[config.mk]
export PLATFORM = sky130hd
export DESIGN_NAME = serie_lane_scheduler_flat
export DESIGN_NICKNAME = d
export VERILOG_FILES = /design/src/rtl/serie_lane_scheduler_if.sv /design/src/rtl/serie_lane_scheduler.sv /design/src/flat_wrapper.sv
export SDC_FILE = /design/constraint.sdc
export NUM_CORES = 1
export LEC_CHECK = 0
export BUFFER_PORTS_ARGS = -buffer_cell sky130_fd_sc_hd__buf_2
export CORE_MARGIN = 2
export CORE_UTILIZATION = 50
export DETAILED_ROUTE_END_ITERATION = 10
export PLACE_DENSITY_LB_ADDON = 0.08
export SETUP_SLACK_MARGIN = 0.15
export SLEW_MARGIN = 20
export SYNTH_ARGS = -nofsm -noshare
export SYNTH_HDL_FRONTEND = slang
export SYNTH_SLANG_ARGS = --single-unit
export TNS_END_PERCENT = 50
[constraint.sdc]
create_clock -name clk_8f -period 4.3 [get_ports clk_8f]
set_clock_uncertainty 0.15 [all_clocks]
set_input_delay 0.43 -clock clk_8f [delete_from_list [all_inputs] [get_ports clk_8f]]
set_output_delay 0.43 -clock clk_8f [all_outputs]
set_load 0.03 [all_outputs]
[src/rtl/serie_lane_scheduler_if.sv]
// Lane-side and serial-side signals of the two-lane byte serialiser.
// Handshake: a lane byte moves when validN_in & readyN_out are both high in the same cycle;
// validN_in may be held indefinitely, and readyN_out never depends on readiness elsewhere.
interface serie_lane_scheduler_if;
  logic [7:0] data0_in;
  logic       valid0_in;
  logic       ready0_out;
  logic [7:0] data1_in;
  logic       valid1_in;
  logic       ready1_out;
  logic       data_out;
  logic       byte_start;
  logic       lane_sel;
  logic       idle_out;
  logic       active;

  modport master (
    output data0_in, valid0_in, data1_in, valid1_in,
    input  ready0_out, ready1_out, data_out, byte_start, lane_sel, idle_out, active
  );

  modport slave (
    input  data0_in, valid0_in, data1_in, valid1_in,
    output ready0_out, ready1_out, data_out, byte_start, lane_sel, idle_out, active
  );
endinterface

[src/rtl/serie_lane_scheduler.sv]
// Serialises bytes from two lanes MSB-first, one bit per clk_8f cycle, with round-robin
// arbitration at each byte boundary and a burst of idle bytes after reset.
module serie_lane_scheduler #(
  parameter logic [7:0]  IDLE_BYTE  = 8'hBC,
  parameter int unsigned SYNC_BYTES = 4
) (
  input  logic                   clk_8f,
  input  logic                   reset,
  serie_lane_scheduler_if.slave  bus,
  output logic                   state_o
);
  typedef enum logic {ST_SYNC = 1'b0, ST_ACTIVE = 1'b1} state_e;

  localparam logic [3:0] SYNC_LAST = 4'(SYNC_BYTES - 1);

  state_e     state_q, state_d;
  logic [7:0] shift_q, shift_d;
  logic [2:0] bit_cnt_q, bit_cnt_d;
  logic [3:0] sync_cnt_q, sync_cnt_d;
  logic       last_grant_q, last_grant_d;
  logic       lane_sel_q, lane_sel_d;
  logic       idle_q, idle_d;
  logic       load_slot, active, grant_valid, grant_lane;

  always_ff @(posedge clk_8f) begin
    if (reset) begin
      state_q      <= ST_SYNC;
      shift_q      <= IDLE_BYTE;
      bit_cnt_q    <= 3'd7;
      sync_cnt_q   <= 4'd0;
      last_grant_q <= 1'b1;
      lane_sel_q   <= 1'b0;
      idle_q       <= 1'b1;
    end else begin
      state_q      <= state_d;
      shift_q      <= shift_d;
      bit_cnt_q    <= bit_cnt_d;
      sync_cnt_q   <= sync_cnt_d;
      last_grant_q <= last_grant_d;
      lane_sel_q   <= lane_sel_d;
      idle_q       <= idle_d;
    end
  end

  always_comb begin
    load_slot = (bit_cnt_q == 3'd0);
    // The final sync slot already belongs to the active window so the first lane byte
    // follows the last idle byte without a gap.
    active = !reset && ((state_q == ST_ACTIVE) || (load_slot && sync_cnt_q == SYNC_LAST));

    grant_valid = 1'b0;
    grant_lane  = 1'b0;
    if (active && load_slot) begin
      if (bus.valid0_in && bus.valid1_in) begin
        grant_valid = 1'b1;
        grant_lane  = !last_grant_q;
      end else if (bus.valid0_in) begin
        grant_valid = 1'b1;
        grant_lane  = 1'b0;
      end else if (bus.valid1_in) begin
        grant_valid = 1'b1;
        grant_lane  = 1'b1;
      end
    end

    state_d      = state_q;
    shift_d      = shift_q;
    bit_cnt_d    = bit_cnt_q - 3'd1;
    sync_cnt_d   = sync_cnt_q;
    last_grant_d = last_grant_q;
    lane_sel_d   = lane_sel_q;
    idle_d       = idle_q;

    if (load_slot) begin
      if (grant_valid) begin
        shift_d      = grant_lane ? bus.data1_in : bus.data0_in;
        lane_sel_d   = grant_lane;
        idle_d       = 1'b0;
        last_grant_d = grant_lane;
      end else begin
        shift_d    = IDLE_BYTE;
        lane_sel_d = 1'b0;
        idle_d     = 1'b1;
      end
      if (state_q == ST_SYNC) begin
        sync_cnt_d = sync_cnt_q + 4'd1;
        if (sync_cnt_q == SYNC_LAST) state_d = ST_ACTIVE;
      end
    end
  end

  always_comb begin
    bus.data_out   = reset ? IDLE_BYTE[7] : shift_q[bit_cnt_q];
    bus.byte_start = reset || (bit_cnt_q == 3'd7);
    bus.lane_sel   = lane_sel_q;
    bus.idle_out   = idle_q;
    bus.active     = active;
    bus.ready0_out = grant_valid && !grant_lane;
    bus.ready1_out = grant_valid && grant_lane;
    state_o        = (state_q == ST_ACTIVE);
  end
endmodule
[src/flat_wrapper.sv]
// flat-port wrapper written by rule: the top's interface ports become plain ports
module serie_lane_scheduler_flat 
#(
  parameter logic [7:0]  IDLE_BYTE  = 8'hBC,
  parameter int unsigned SYNC_BYTES = 4
)
  (clk_8f, reset, state_o, bus_data0_in, bus_valid0_in, bus_data1_in, bus_valid1_in, bus_ready0_out, bus_ready1_out, bus_data_out, bus_byte_start, bus_lane_sel, bus_idle_out, bus_active);
  serie_lane_scheduler_if bus_i ();
  input  logic clk_8f;
  input  logic reset;
  output logic state_o;
  input wire logic [$bits(bus_i.data0_in)-1:0] bus_data0_in;
  input wire logic [$bits(bus_i.valid0_in)-1:0] bus_valid0_in;
  input wire logic [$bits(bus_i.data1_in)-1:0] bus_data1_in;
  input wire logic [$bits(bus_i.valid1_in)-1:0] bus_valid1_in;
  output wire logic [$bits(bus_i.ready0_out)-1:0] bus_ready0_out;
  output wire logic [$bits(bus_i.ready1_out)-1:0] bus_ready1_out;
  output wire logic [$bits(bus_i.data_out)-1:0] bus_data_out;
  output wire logic [$bits(bus_i.byte_start)-1:0] bus_byte_start;
  output wire logic [$bits(bus_i.lane_sel)-1:0] bus_lane_sel;
  output wire logic [$bits(bus_i.idle_out)-1:0] bus_idle_out;
  output wire logic [$bits(bus_i.active)-1:0] bus_active;
  assign bus_i.data0_in = bus_data0_in;
  assign bus_i.valid0_in = bus_valid0_in;
  assign bus_i.data1_in = bus_data1_in;
  assign bus_i.valid1_in = bus_valid1_in;
  assign bus_ready0_out = bus_i.ready0_out;
  assign bus_ready1_out = bus_i.ready1_out;
  assign bus_data_out = bus_i.data_out;
  assign bus_byte_start = bus_i.byte_start;
  assign bus_lane_sel = bus_i.lane_sel;
  assign bus_idle_out = bus_i.idle_out;
  assign bus_active = bus_i.active;
  serie_lane_scheduler #(.IDLE_BYTE(IDLE_BYTE), .SYNC_BYTES(SYNC_BYTES)) u_core (.clk_8f(clk_8f), .reset(reset), .bus(bus_i), .state_o(state_o));
endmodule
==> summary.md <==
| Metric | Value |
|---|---|
| Outcome | `finished clean` |
| Sequential fraction of the synthesis area | `~40%` |
| I/O pin total | `28` |
| Cts hold-fix bufs | `0` |
| Number of global-route vias before repair | `approximately 790` |
| Synth area leaders | `dfxtp_1 (40%), a21oi_1 (5.2%), ha_1 (5.2%)` |
| Antenna viol nets, final | `0` |
| R2R Path Start | `u_core.bit_cnt_q[0]` |
| CTS tree | `yes` |
| Max Fclk | `roughly 0.36 GHz` |
| Fin cells | `156` |
| DR vias/cell | `5.60` |
| Die H | `47.9 um` |
| GRT Util Overall | `about a fifth` |
| Commonest non-fill, non-tap cell in the layout | `buf_2` |
| Net Count, Synth | `~130` |
| Worst hold path type | `input port to register` |
| Clk_lat worst skew | `around 0.3 ns` |
| Area occupied by multi-input gates | `between 500 and 600 um2` |
| Layout Utilization | `63.8%` |
| Crit Path Class | `register to primary output` |
| Nets | `156` |
| # diodes | `0` |
| Total CTS buffers | `3` |
| Commonest cells after routing, fill and taps aside | `buf_2 (27), dfxtp_1 (19), a21oi_1 (10)` |
| CP arrival | `2.21 ns` |
| Htree depth | `1` |
| Type of origin of the critical path | `register` |
| Global route total overflow | `0` |
| Core Box Area | `roughly 1800 um2` |
| Synthesis Warnings | `0` |
| RSZ-0062 raised after global routing | `false` |
| Drt wl/cell | `~13 um` |
| Crit path required time | `~3.7 ns` |
| Netlist cell types | `30` |
| Die area | `2290 um2` |
| Synth Cell Area | `between 900 and 1000 um2` |
| CP Max Fanout | `10` |
| Via count | `873` |
| Clock Path Buffers | `2` |
| Final setup violation count | `0` |
| Share of cells above drive strength 1 | `26.7%` |
| Cts repair resizes | `0` |
| Initial Util | `a little over half` |
| VDD IR max | `around 180 uV` |
| Hold wc startpoint | `bus_data1_in[1]` |
| Largest area contributor in the netlist | `dfxtp_1` |
| Clock transition at path regs | `about 0.10 ns` |
| DRT Wirelength | `just under 2 mm` |
| DRC errors left | `0` |
| Row cnt | `15` |
| CP startpoint | `u_core.bit_cnt_q[0]` |
| Worst-Margin Slew | `~0.67 ns` |
| First-pass GRT wire length | `about 3.3 mm` |
| Power Density | `~280 nW/um2` |
| Finished layout cell area | `approximately 1100 um2` |
| Largest net degree at the start of global routing | `28` |
| Post-CTS Setup Repair Bufs | `0` |
| Final hold vios | `0` |
| P_leak | `approximately 0.48 nW` |
| Prevailing post-synth register cell | `dfxtp_1` |
| DIE WIDTH | `between 40 and 50 um` |
| Port bufs | `27` |
| Gpl congestion | `about 0.76` |
| Fin crit period | `roughly 2.8 ns` |
| 1st-pass router iterations | `4` |
| DR iter-0 viols | `8` |
| Syn-to-layout area delta | `17.0%` |
| EDFF count, synth | `0` |
| Antenna violations before repair | `0` |
| Dpl cells | `roughly 150` |
| Max Slew Vio Count | `0` |
| Asr flop ratio synth | `0%` |
| Fin Setup TNS | `0 ns` |
| Cell Area, Placed | `around 1100 um2` |
| Max-Cap Viols | `0` |
| Reg area | `around 380 um2` |
| CP endpoint kind | `primary output` |
| Tcrit/Tclk final | `between 60% and 70%` |
| #FFs+latches synth | `19` |
| Clock Sinks | `19` |
| Syn_area_per_cell | `8.99 um2` |
| Hpwl dp | `around 1.5 mm` |
| CTS Root Cell | `clkbuf_4` |
| Post-synth top area share | `39.5%` |
| Slew HR | `a little over half` |
| Cell count after synthesis | `107` |
| Fillers | `between 150 and 200` |
-- synthesized netlist by cell type (2+ instances only) --
cell / count
mux4_2: 2
ha_1: 4
nor3_1: 6
nand2_1: 8
xnor2_1: 3
o211ai_1: 2
o21ai_0: 7
dfxtp_1: 19
nor3b_1: 2
buf_2: 2
a31oi_1: 5
a21oi_1: 10
inv_1: 4
nor2b_1: 2
nor2_1: 7
mux2i_1: 4
clkbuf_1: 5
o2bb2ai_1: 3
-- report_power, final --
group / switching [mW] / internal, mW / leakage (nW)
sequential: 0.00352 / 0.178 / 0.154
combinational: 0.0207 / 0.0182 / 0.308
clock: 0.0532 / 0.0361 / 0.0150
total: 0.0774 / 0.233 / 0.477
-- critical path, cell delays in order, from the launching register on --
cell	delay (ns)
dfxtp_1	0.38
inv_1	0.10
ha_1	0.19
nor2b_1	0.57
o211ai_1	0.22
nor3_1	0.21
buf_2	0.23
-- cell type report --
class	instances	share of cell area, %
Clock buffer	4	2.33
Sequential cell	19	33.8
Timing Repair Buffer	27	12.0
Tap cell	25	2.78
Inverter	4	1.33
Multi-Input combinational cell	77	47.8
-- final timing paths --
check,endpoint,slack [ns],cells after the start
min reg2reg,u_core.bus.lane_sel,0.30,2
min,u_core.shift_q[1],0.25,3
max,bus_ready0_out,1.51,6
max reg2reg,u_core.last_grant_q,2.19,5
-- kinds of logic after synthesis --
| family | after synthesis | synth area share, % |
|---|---|---|
| XOR/XNOR | 3 | 2.73 |
| flip-flops | 19 | 39.5 |
| buffers and inverters | 11 | 4.55 |
| AND/OR/NAND/NOR | 31 | 16.6 |
| adder cells (fa/ha/maj) | 4 | 5.20 |
| multiplexers | 6 | 8.84 |
| AO/OA/AOI/OAI | 33 | 22.5 |
-- through the flow --
stage                     setup WS [ns]  hold slack, ns  power, mW
after global routing               1.30           0.248      0.328
after global placement             1.95           0.291      0.223
final                              1.51           0.246      0.310
after CTS                          1.53           0.245      0.313
after detailed placement           1.84           0.295      0.225
after floorplan                    2.00           0.277      0.212
-- metal layers --
metal	wire length, um	global-route usage, %	up-vias
li1	-	-	438
met4	37	10.3	0
met3	108	5.28	6
met1	861	23.3	403
met2	974	36.3	26
met5	0	0	-
-- state kept, by name, indices dropped and copies added, names as in the netlist --
register	flops
u_core.shift_q	8
u_core.sync_cnt_q	4
u_core.bit_cnt_q	3
u_core.bus.idle_out	1
u_core.bus.lane_sel	1
u_core.last_grant_q	1
u_core.state_o	1
Power figures use the tool's default switching activity.
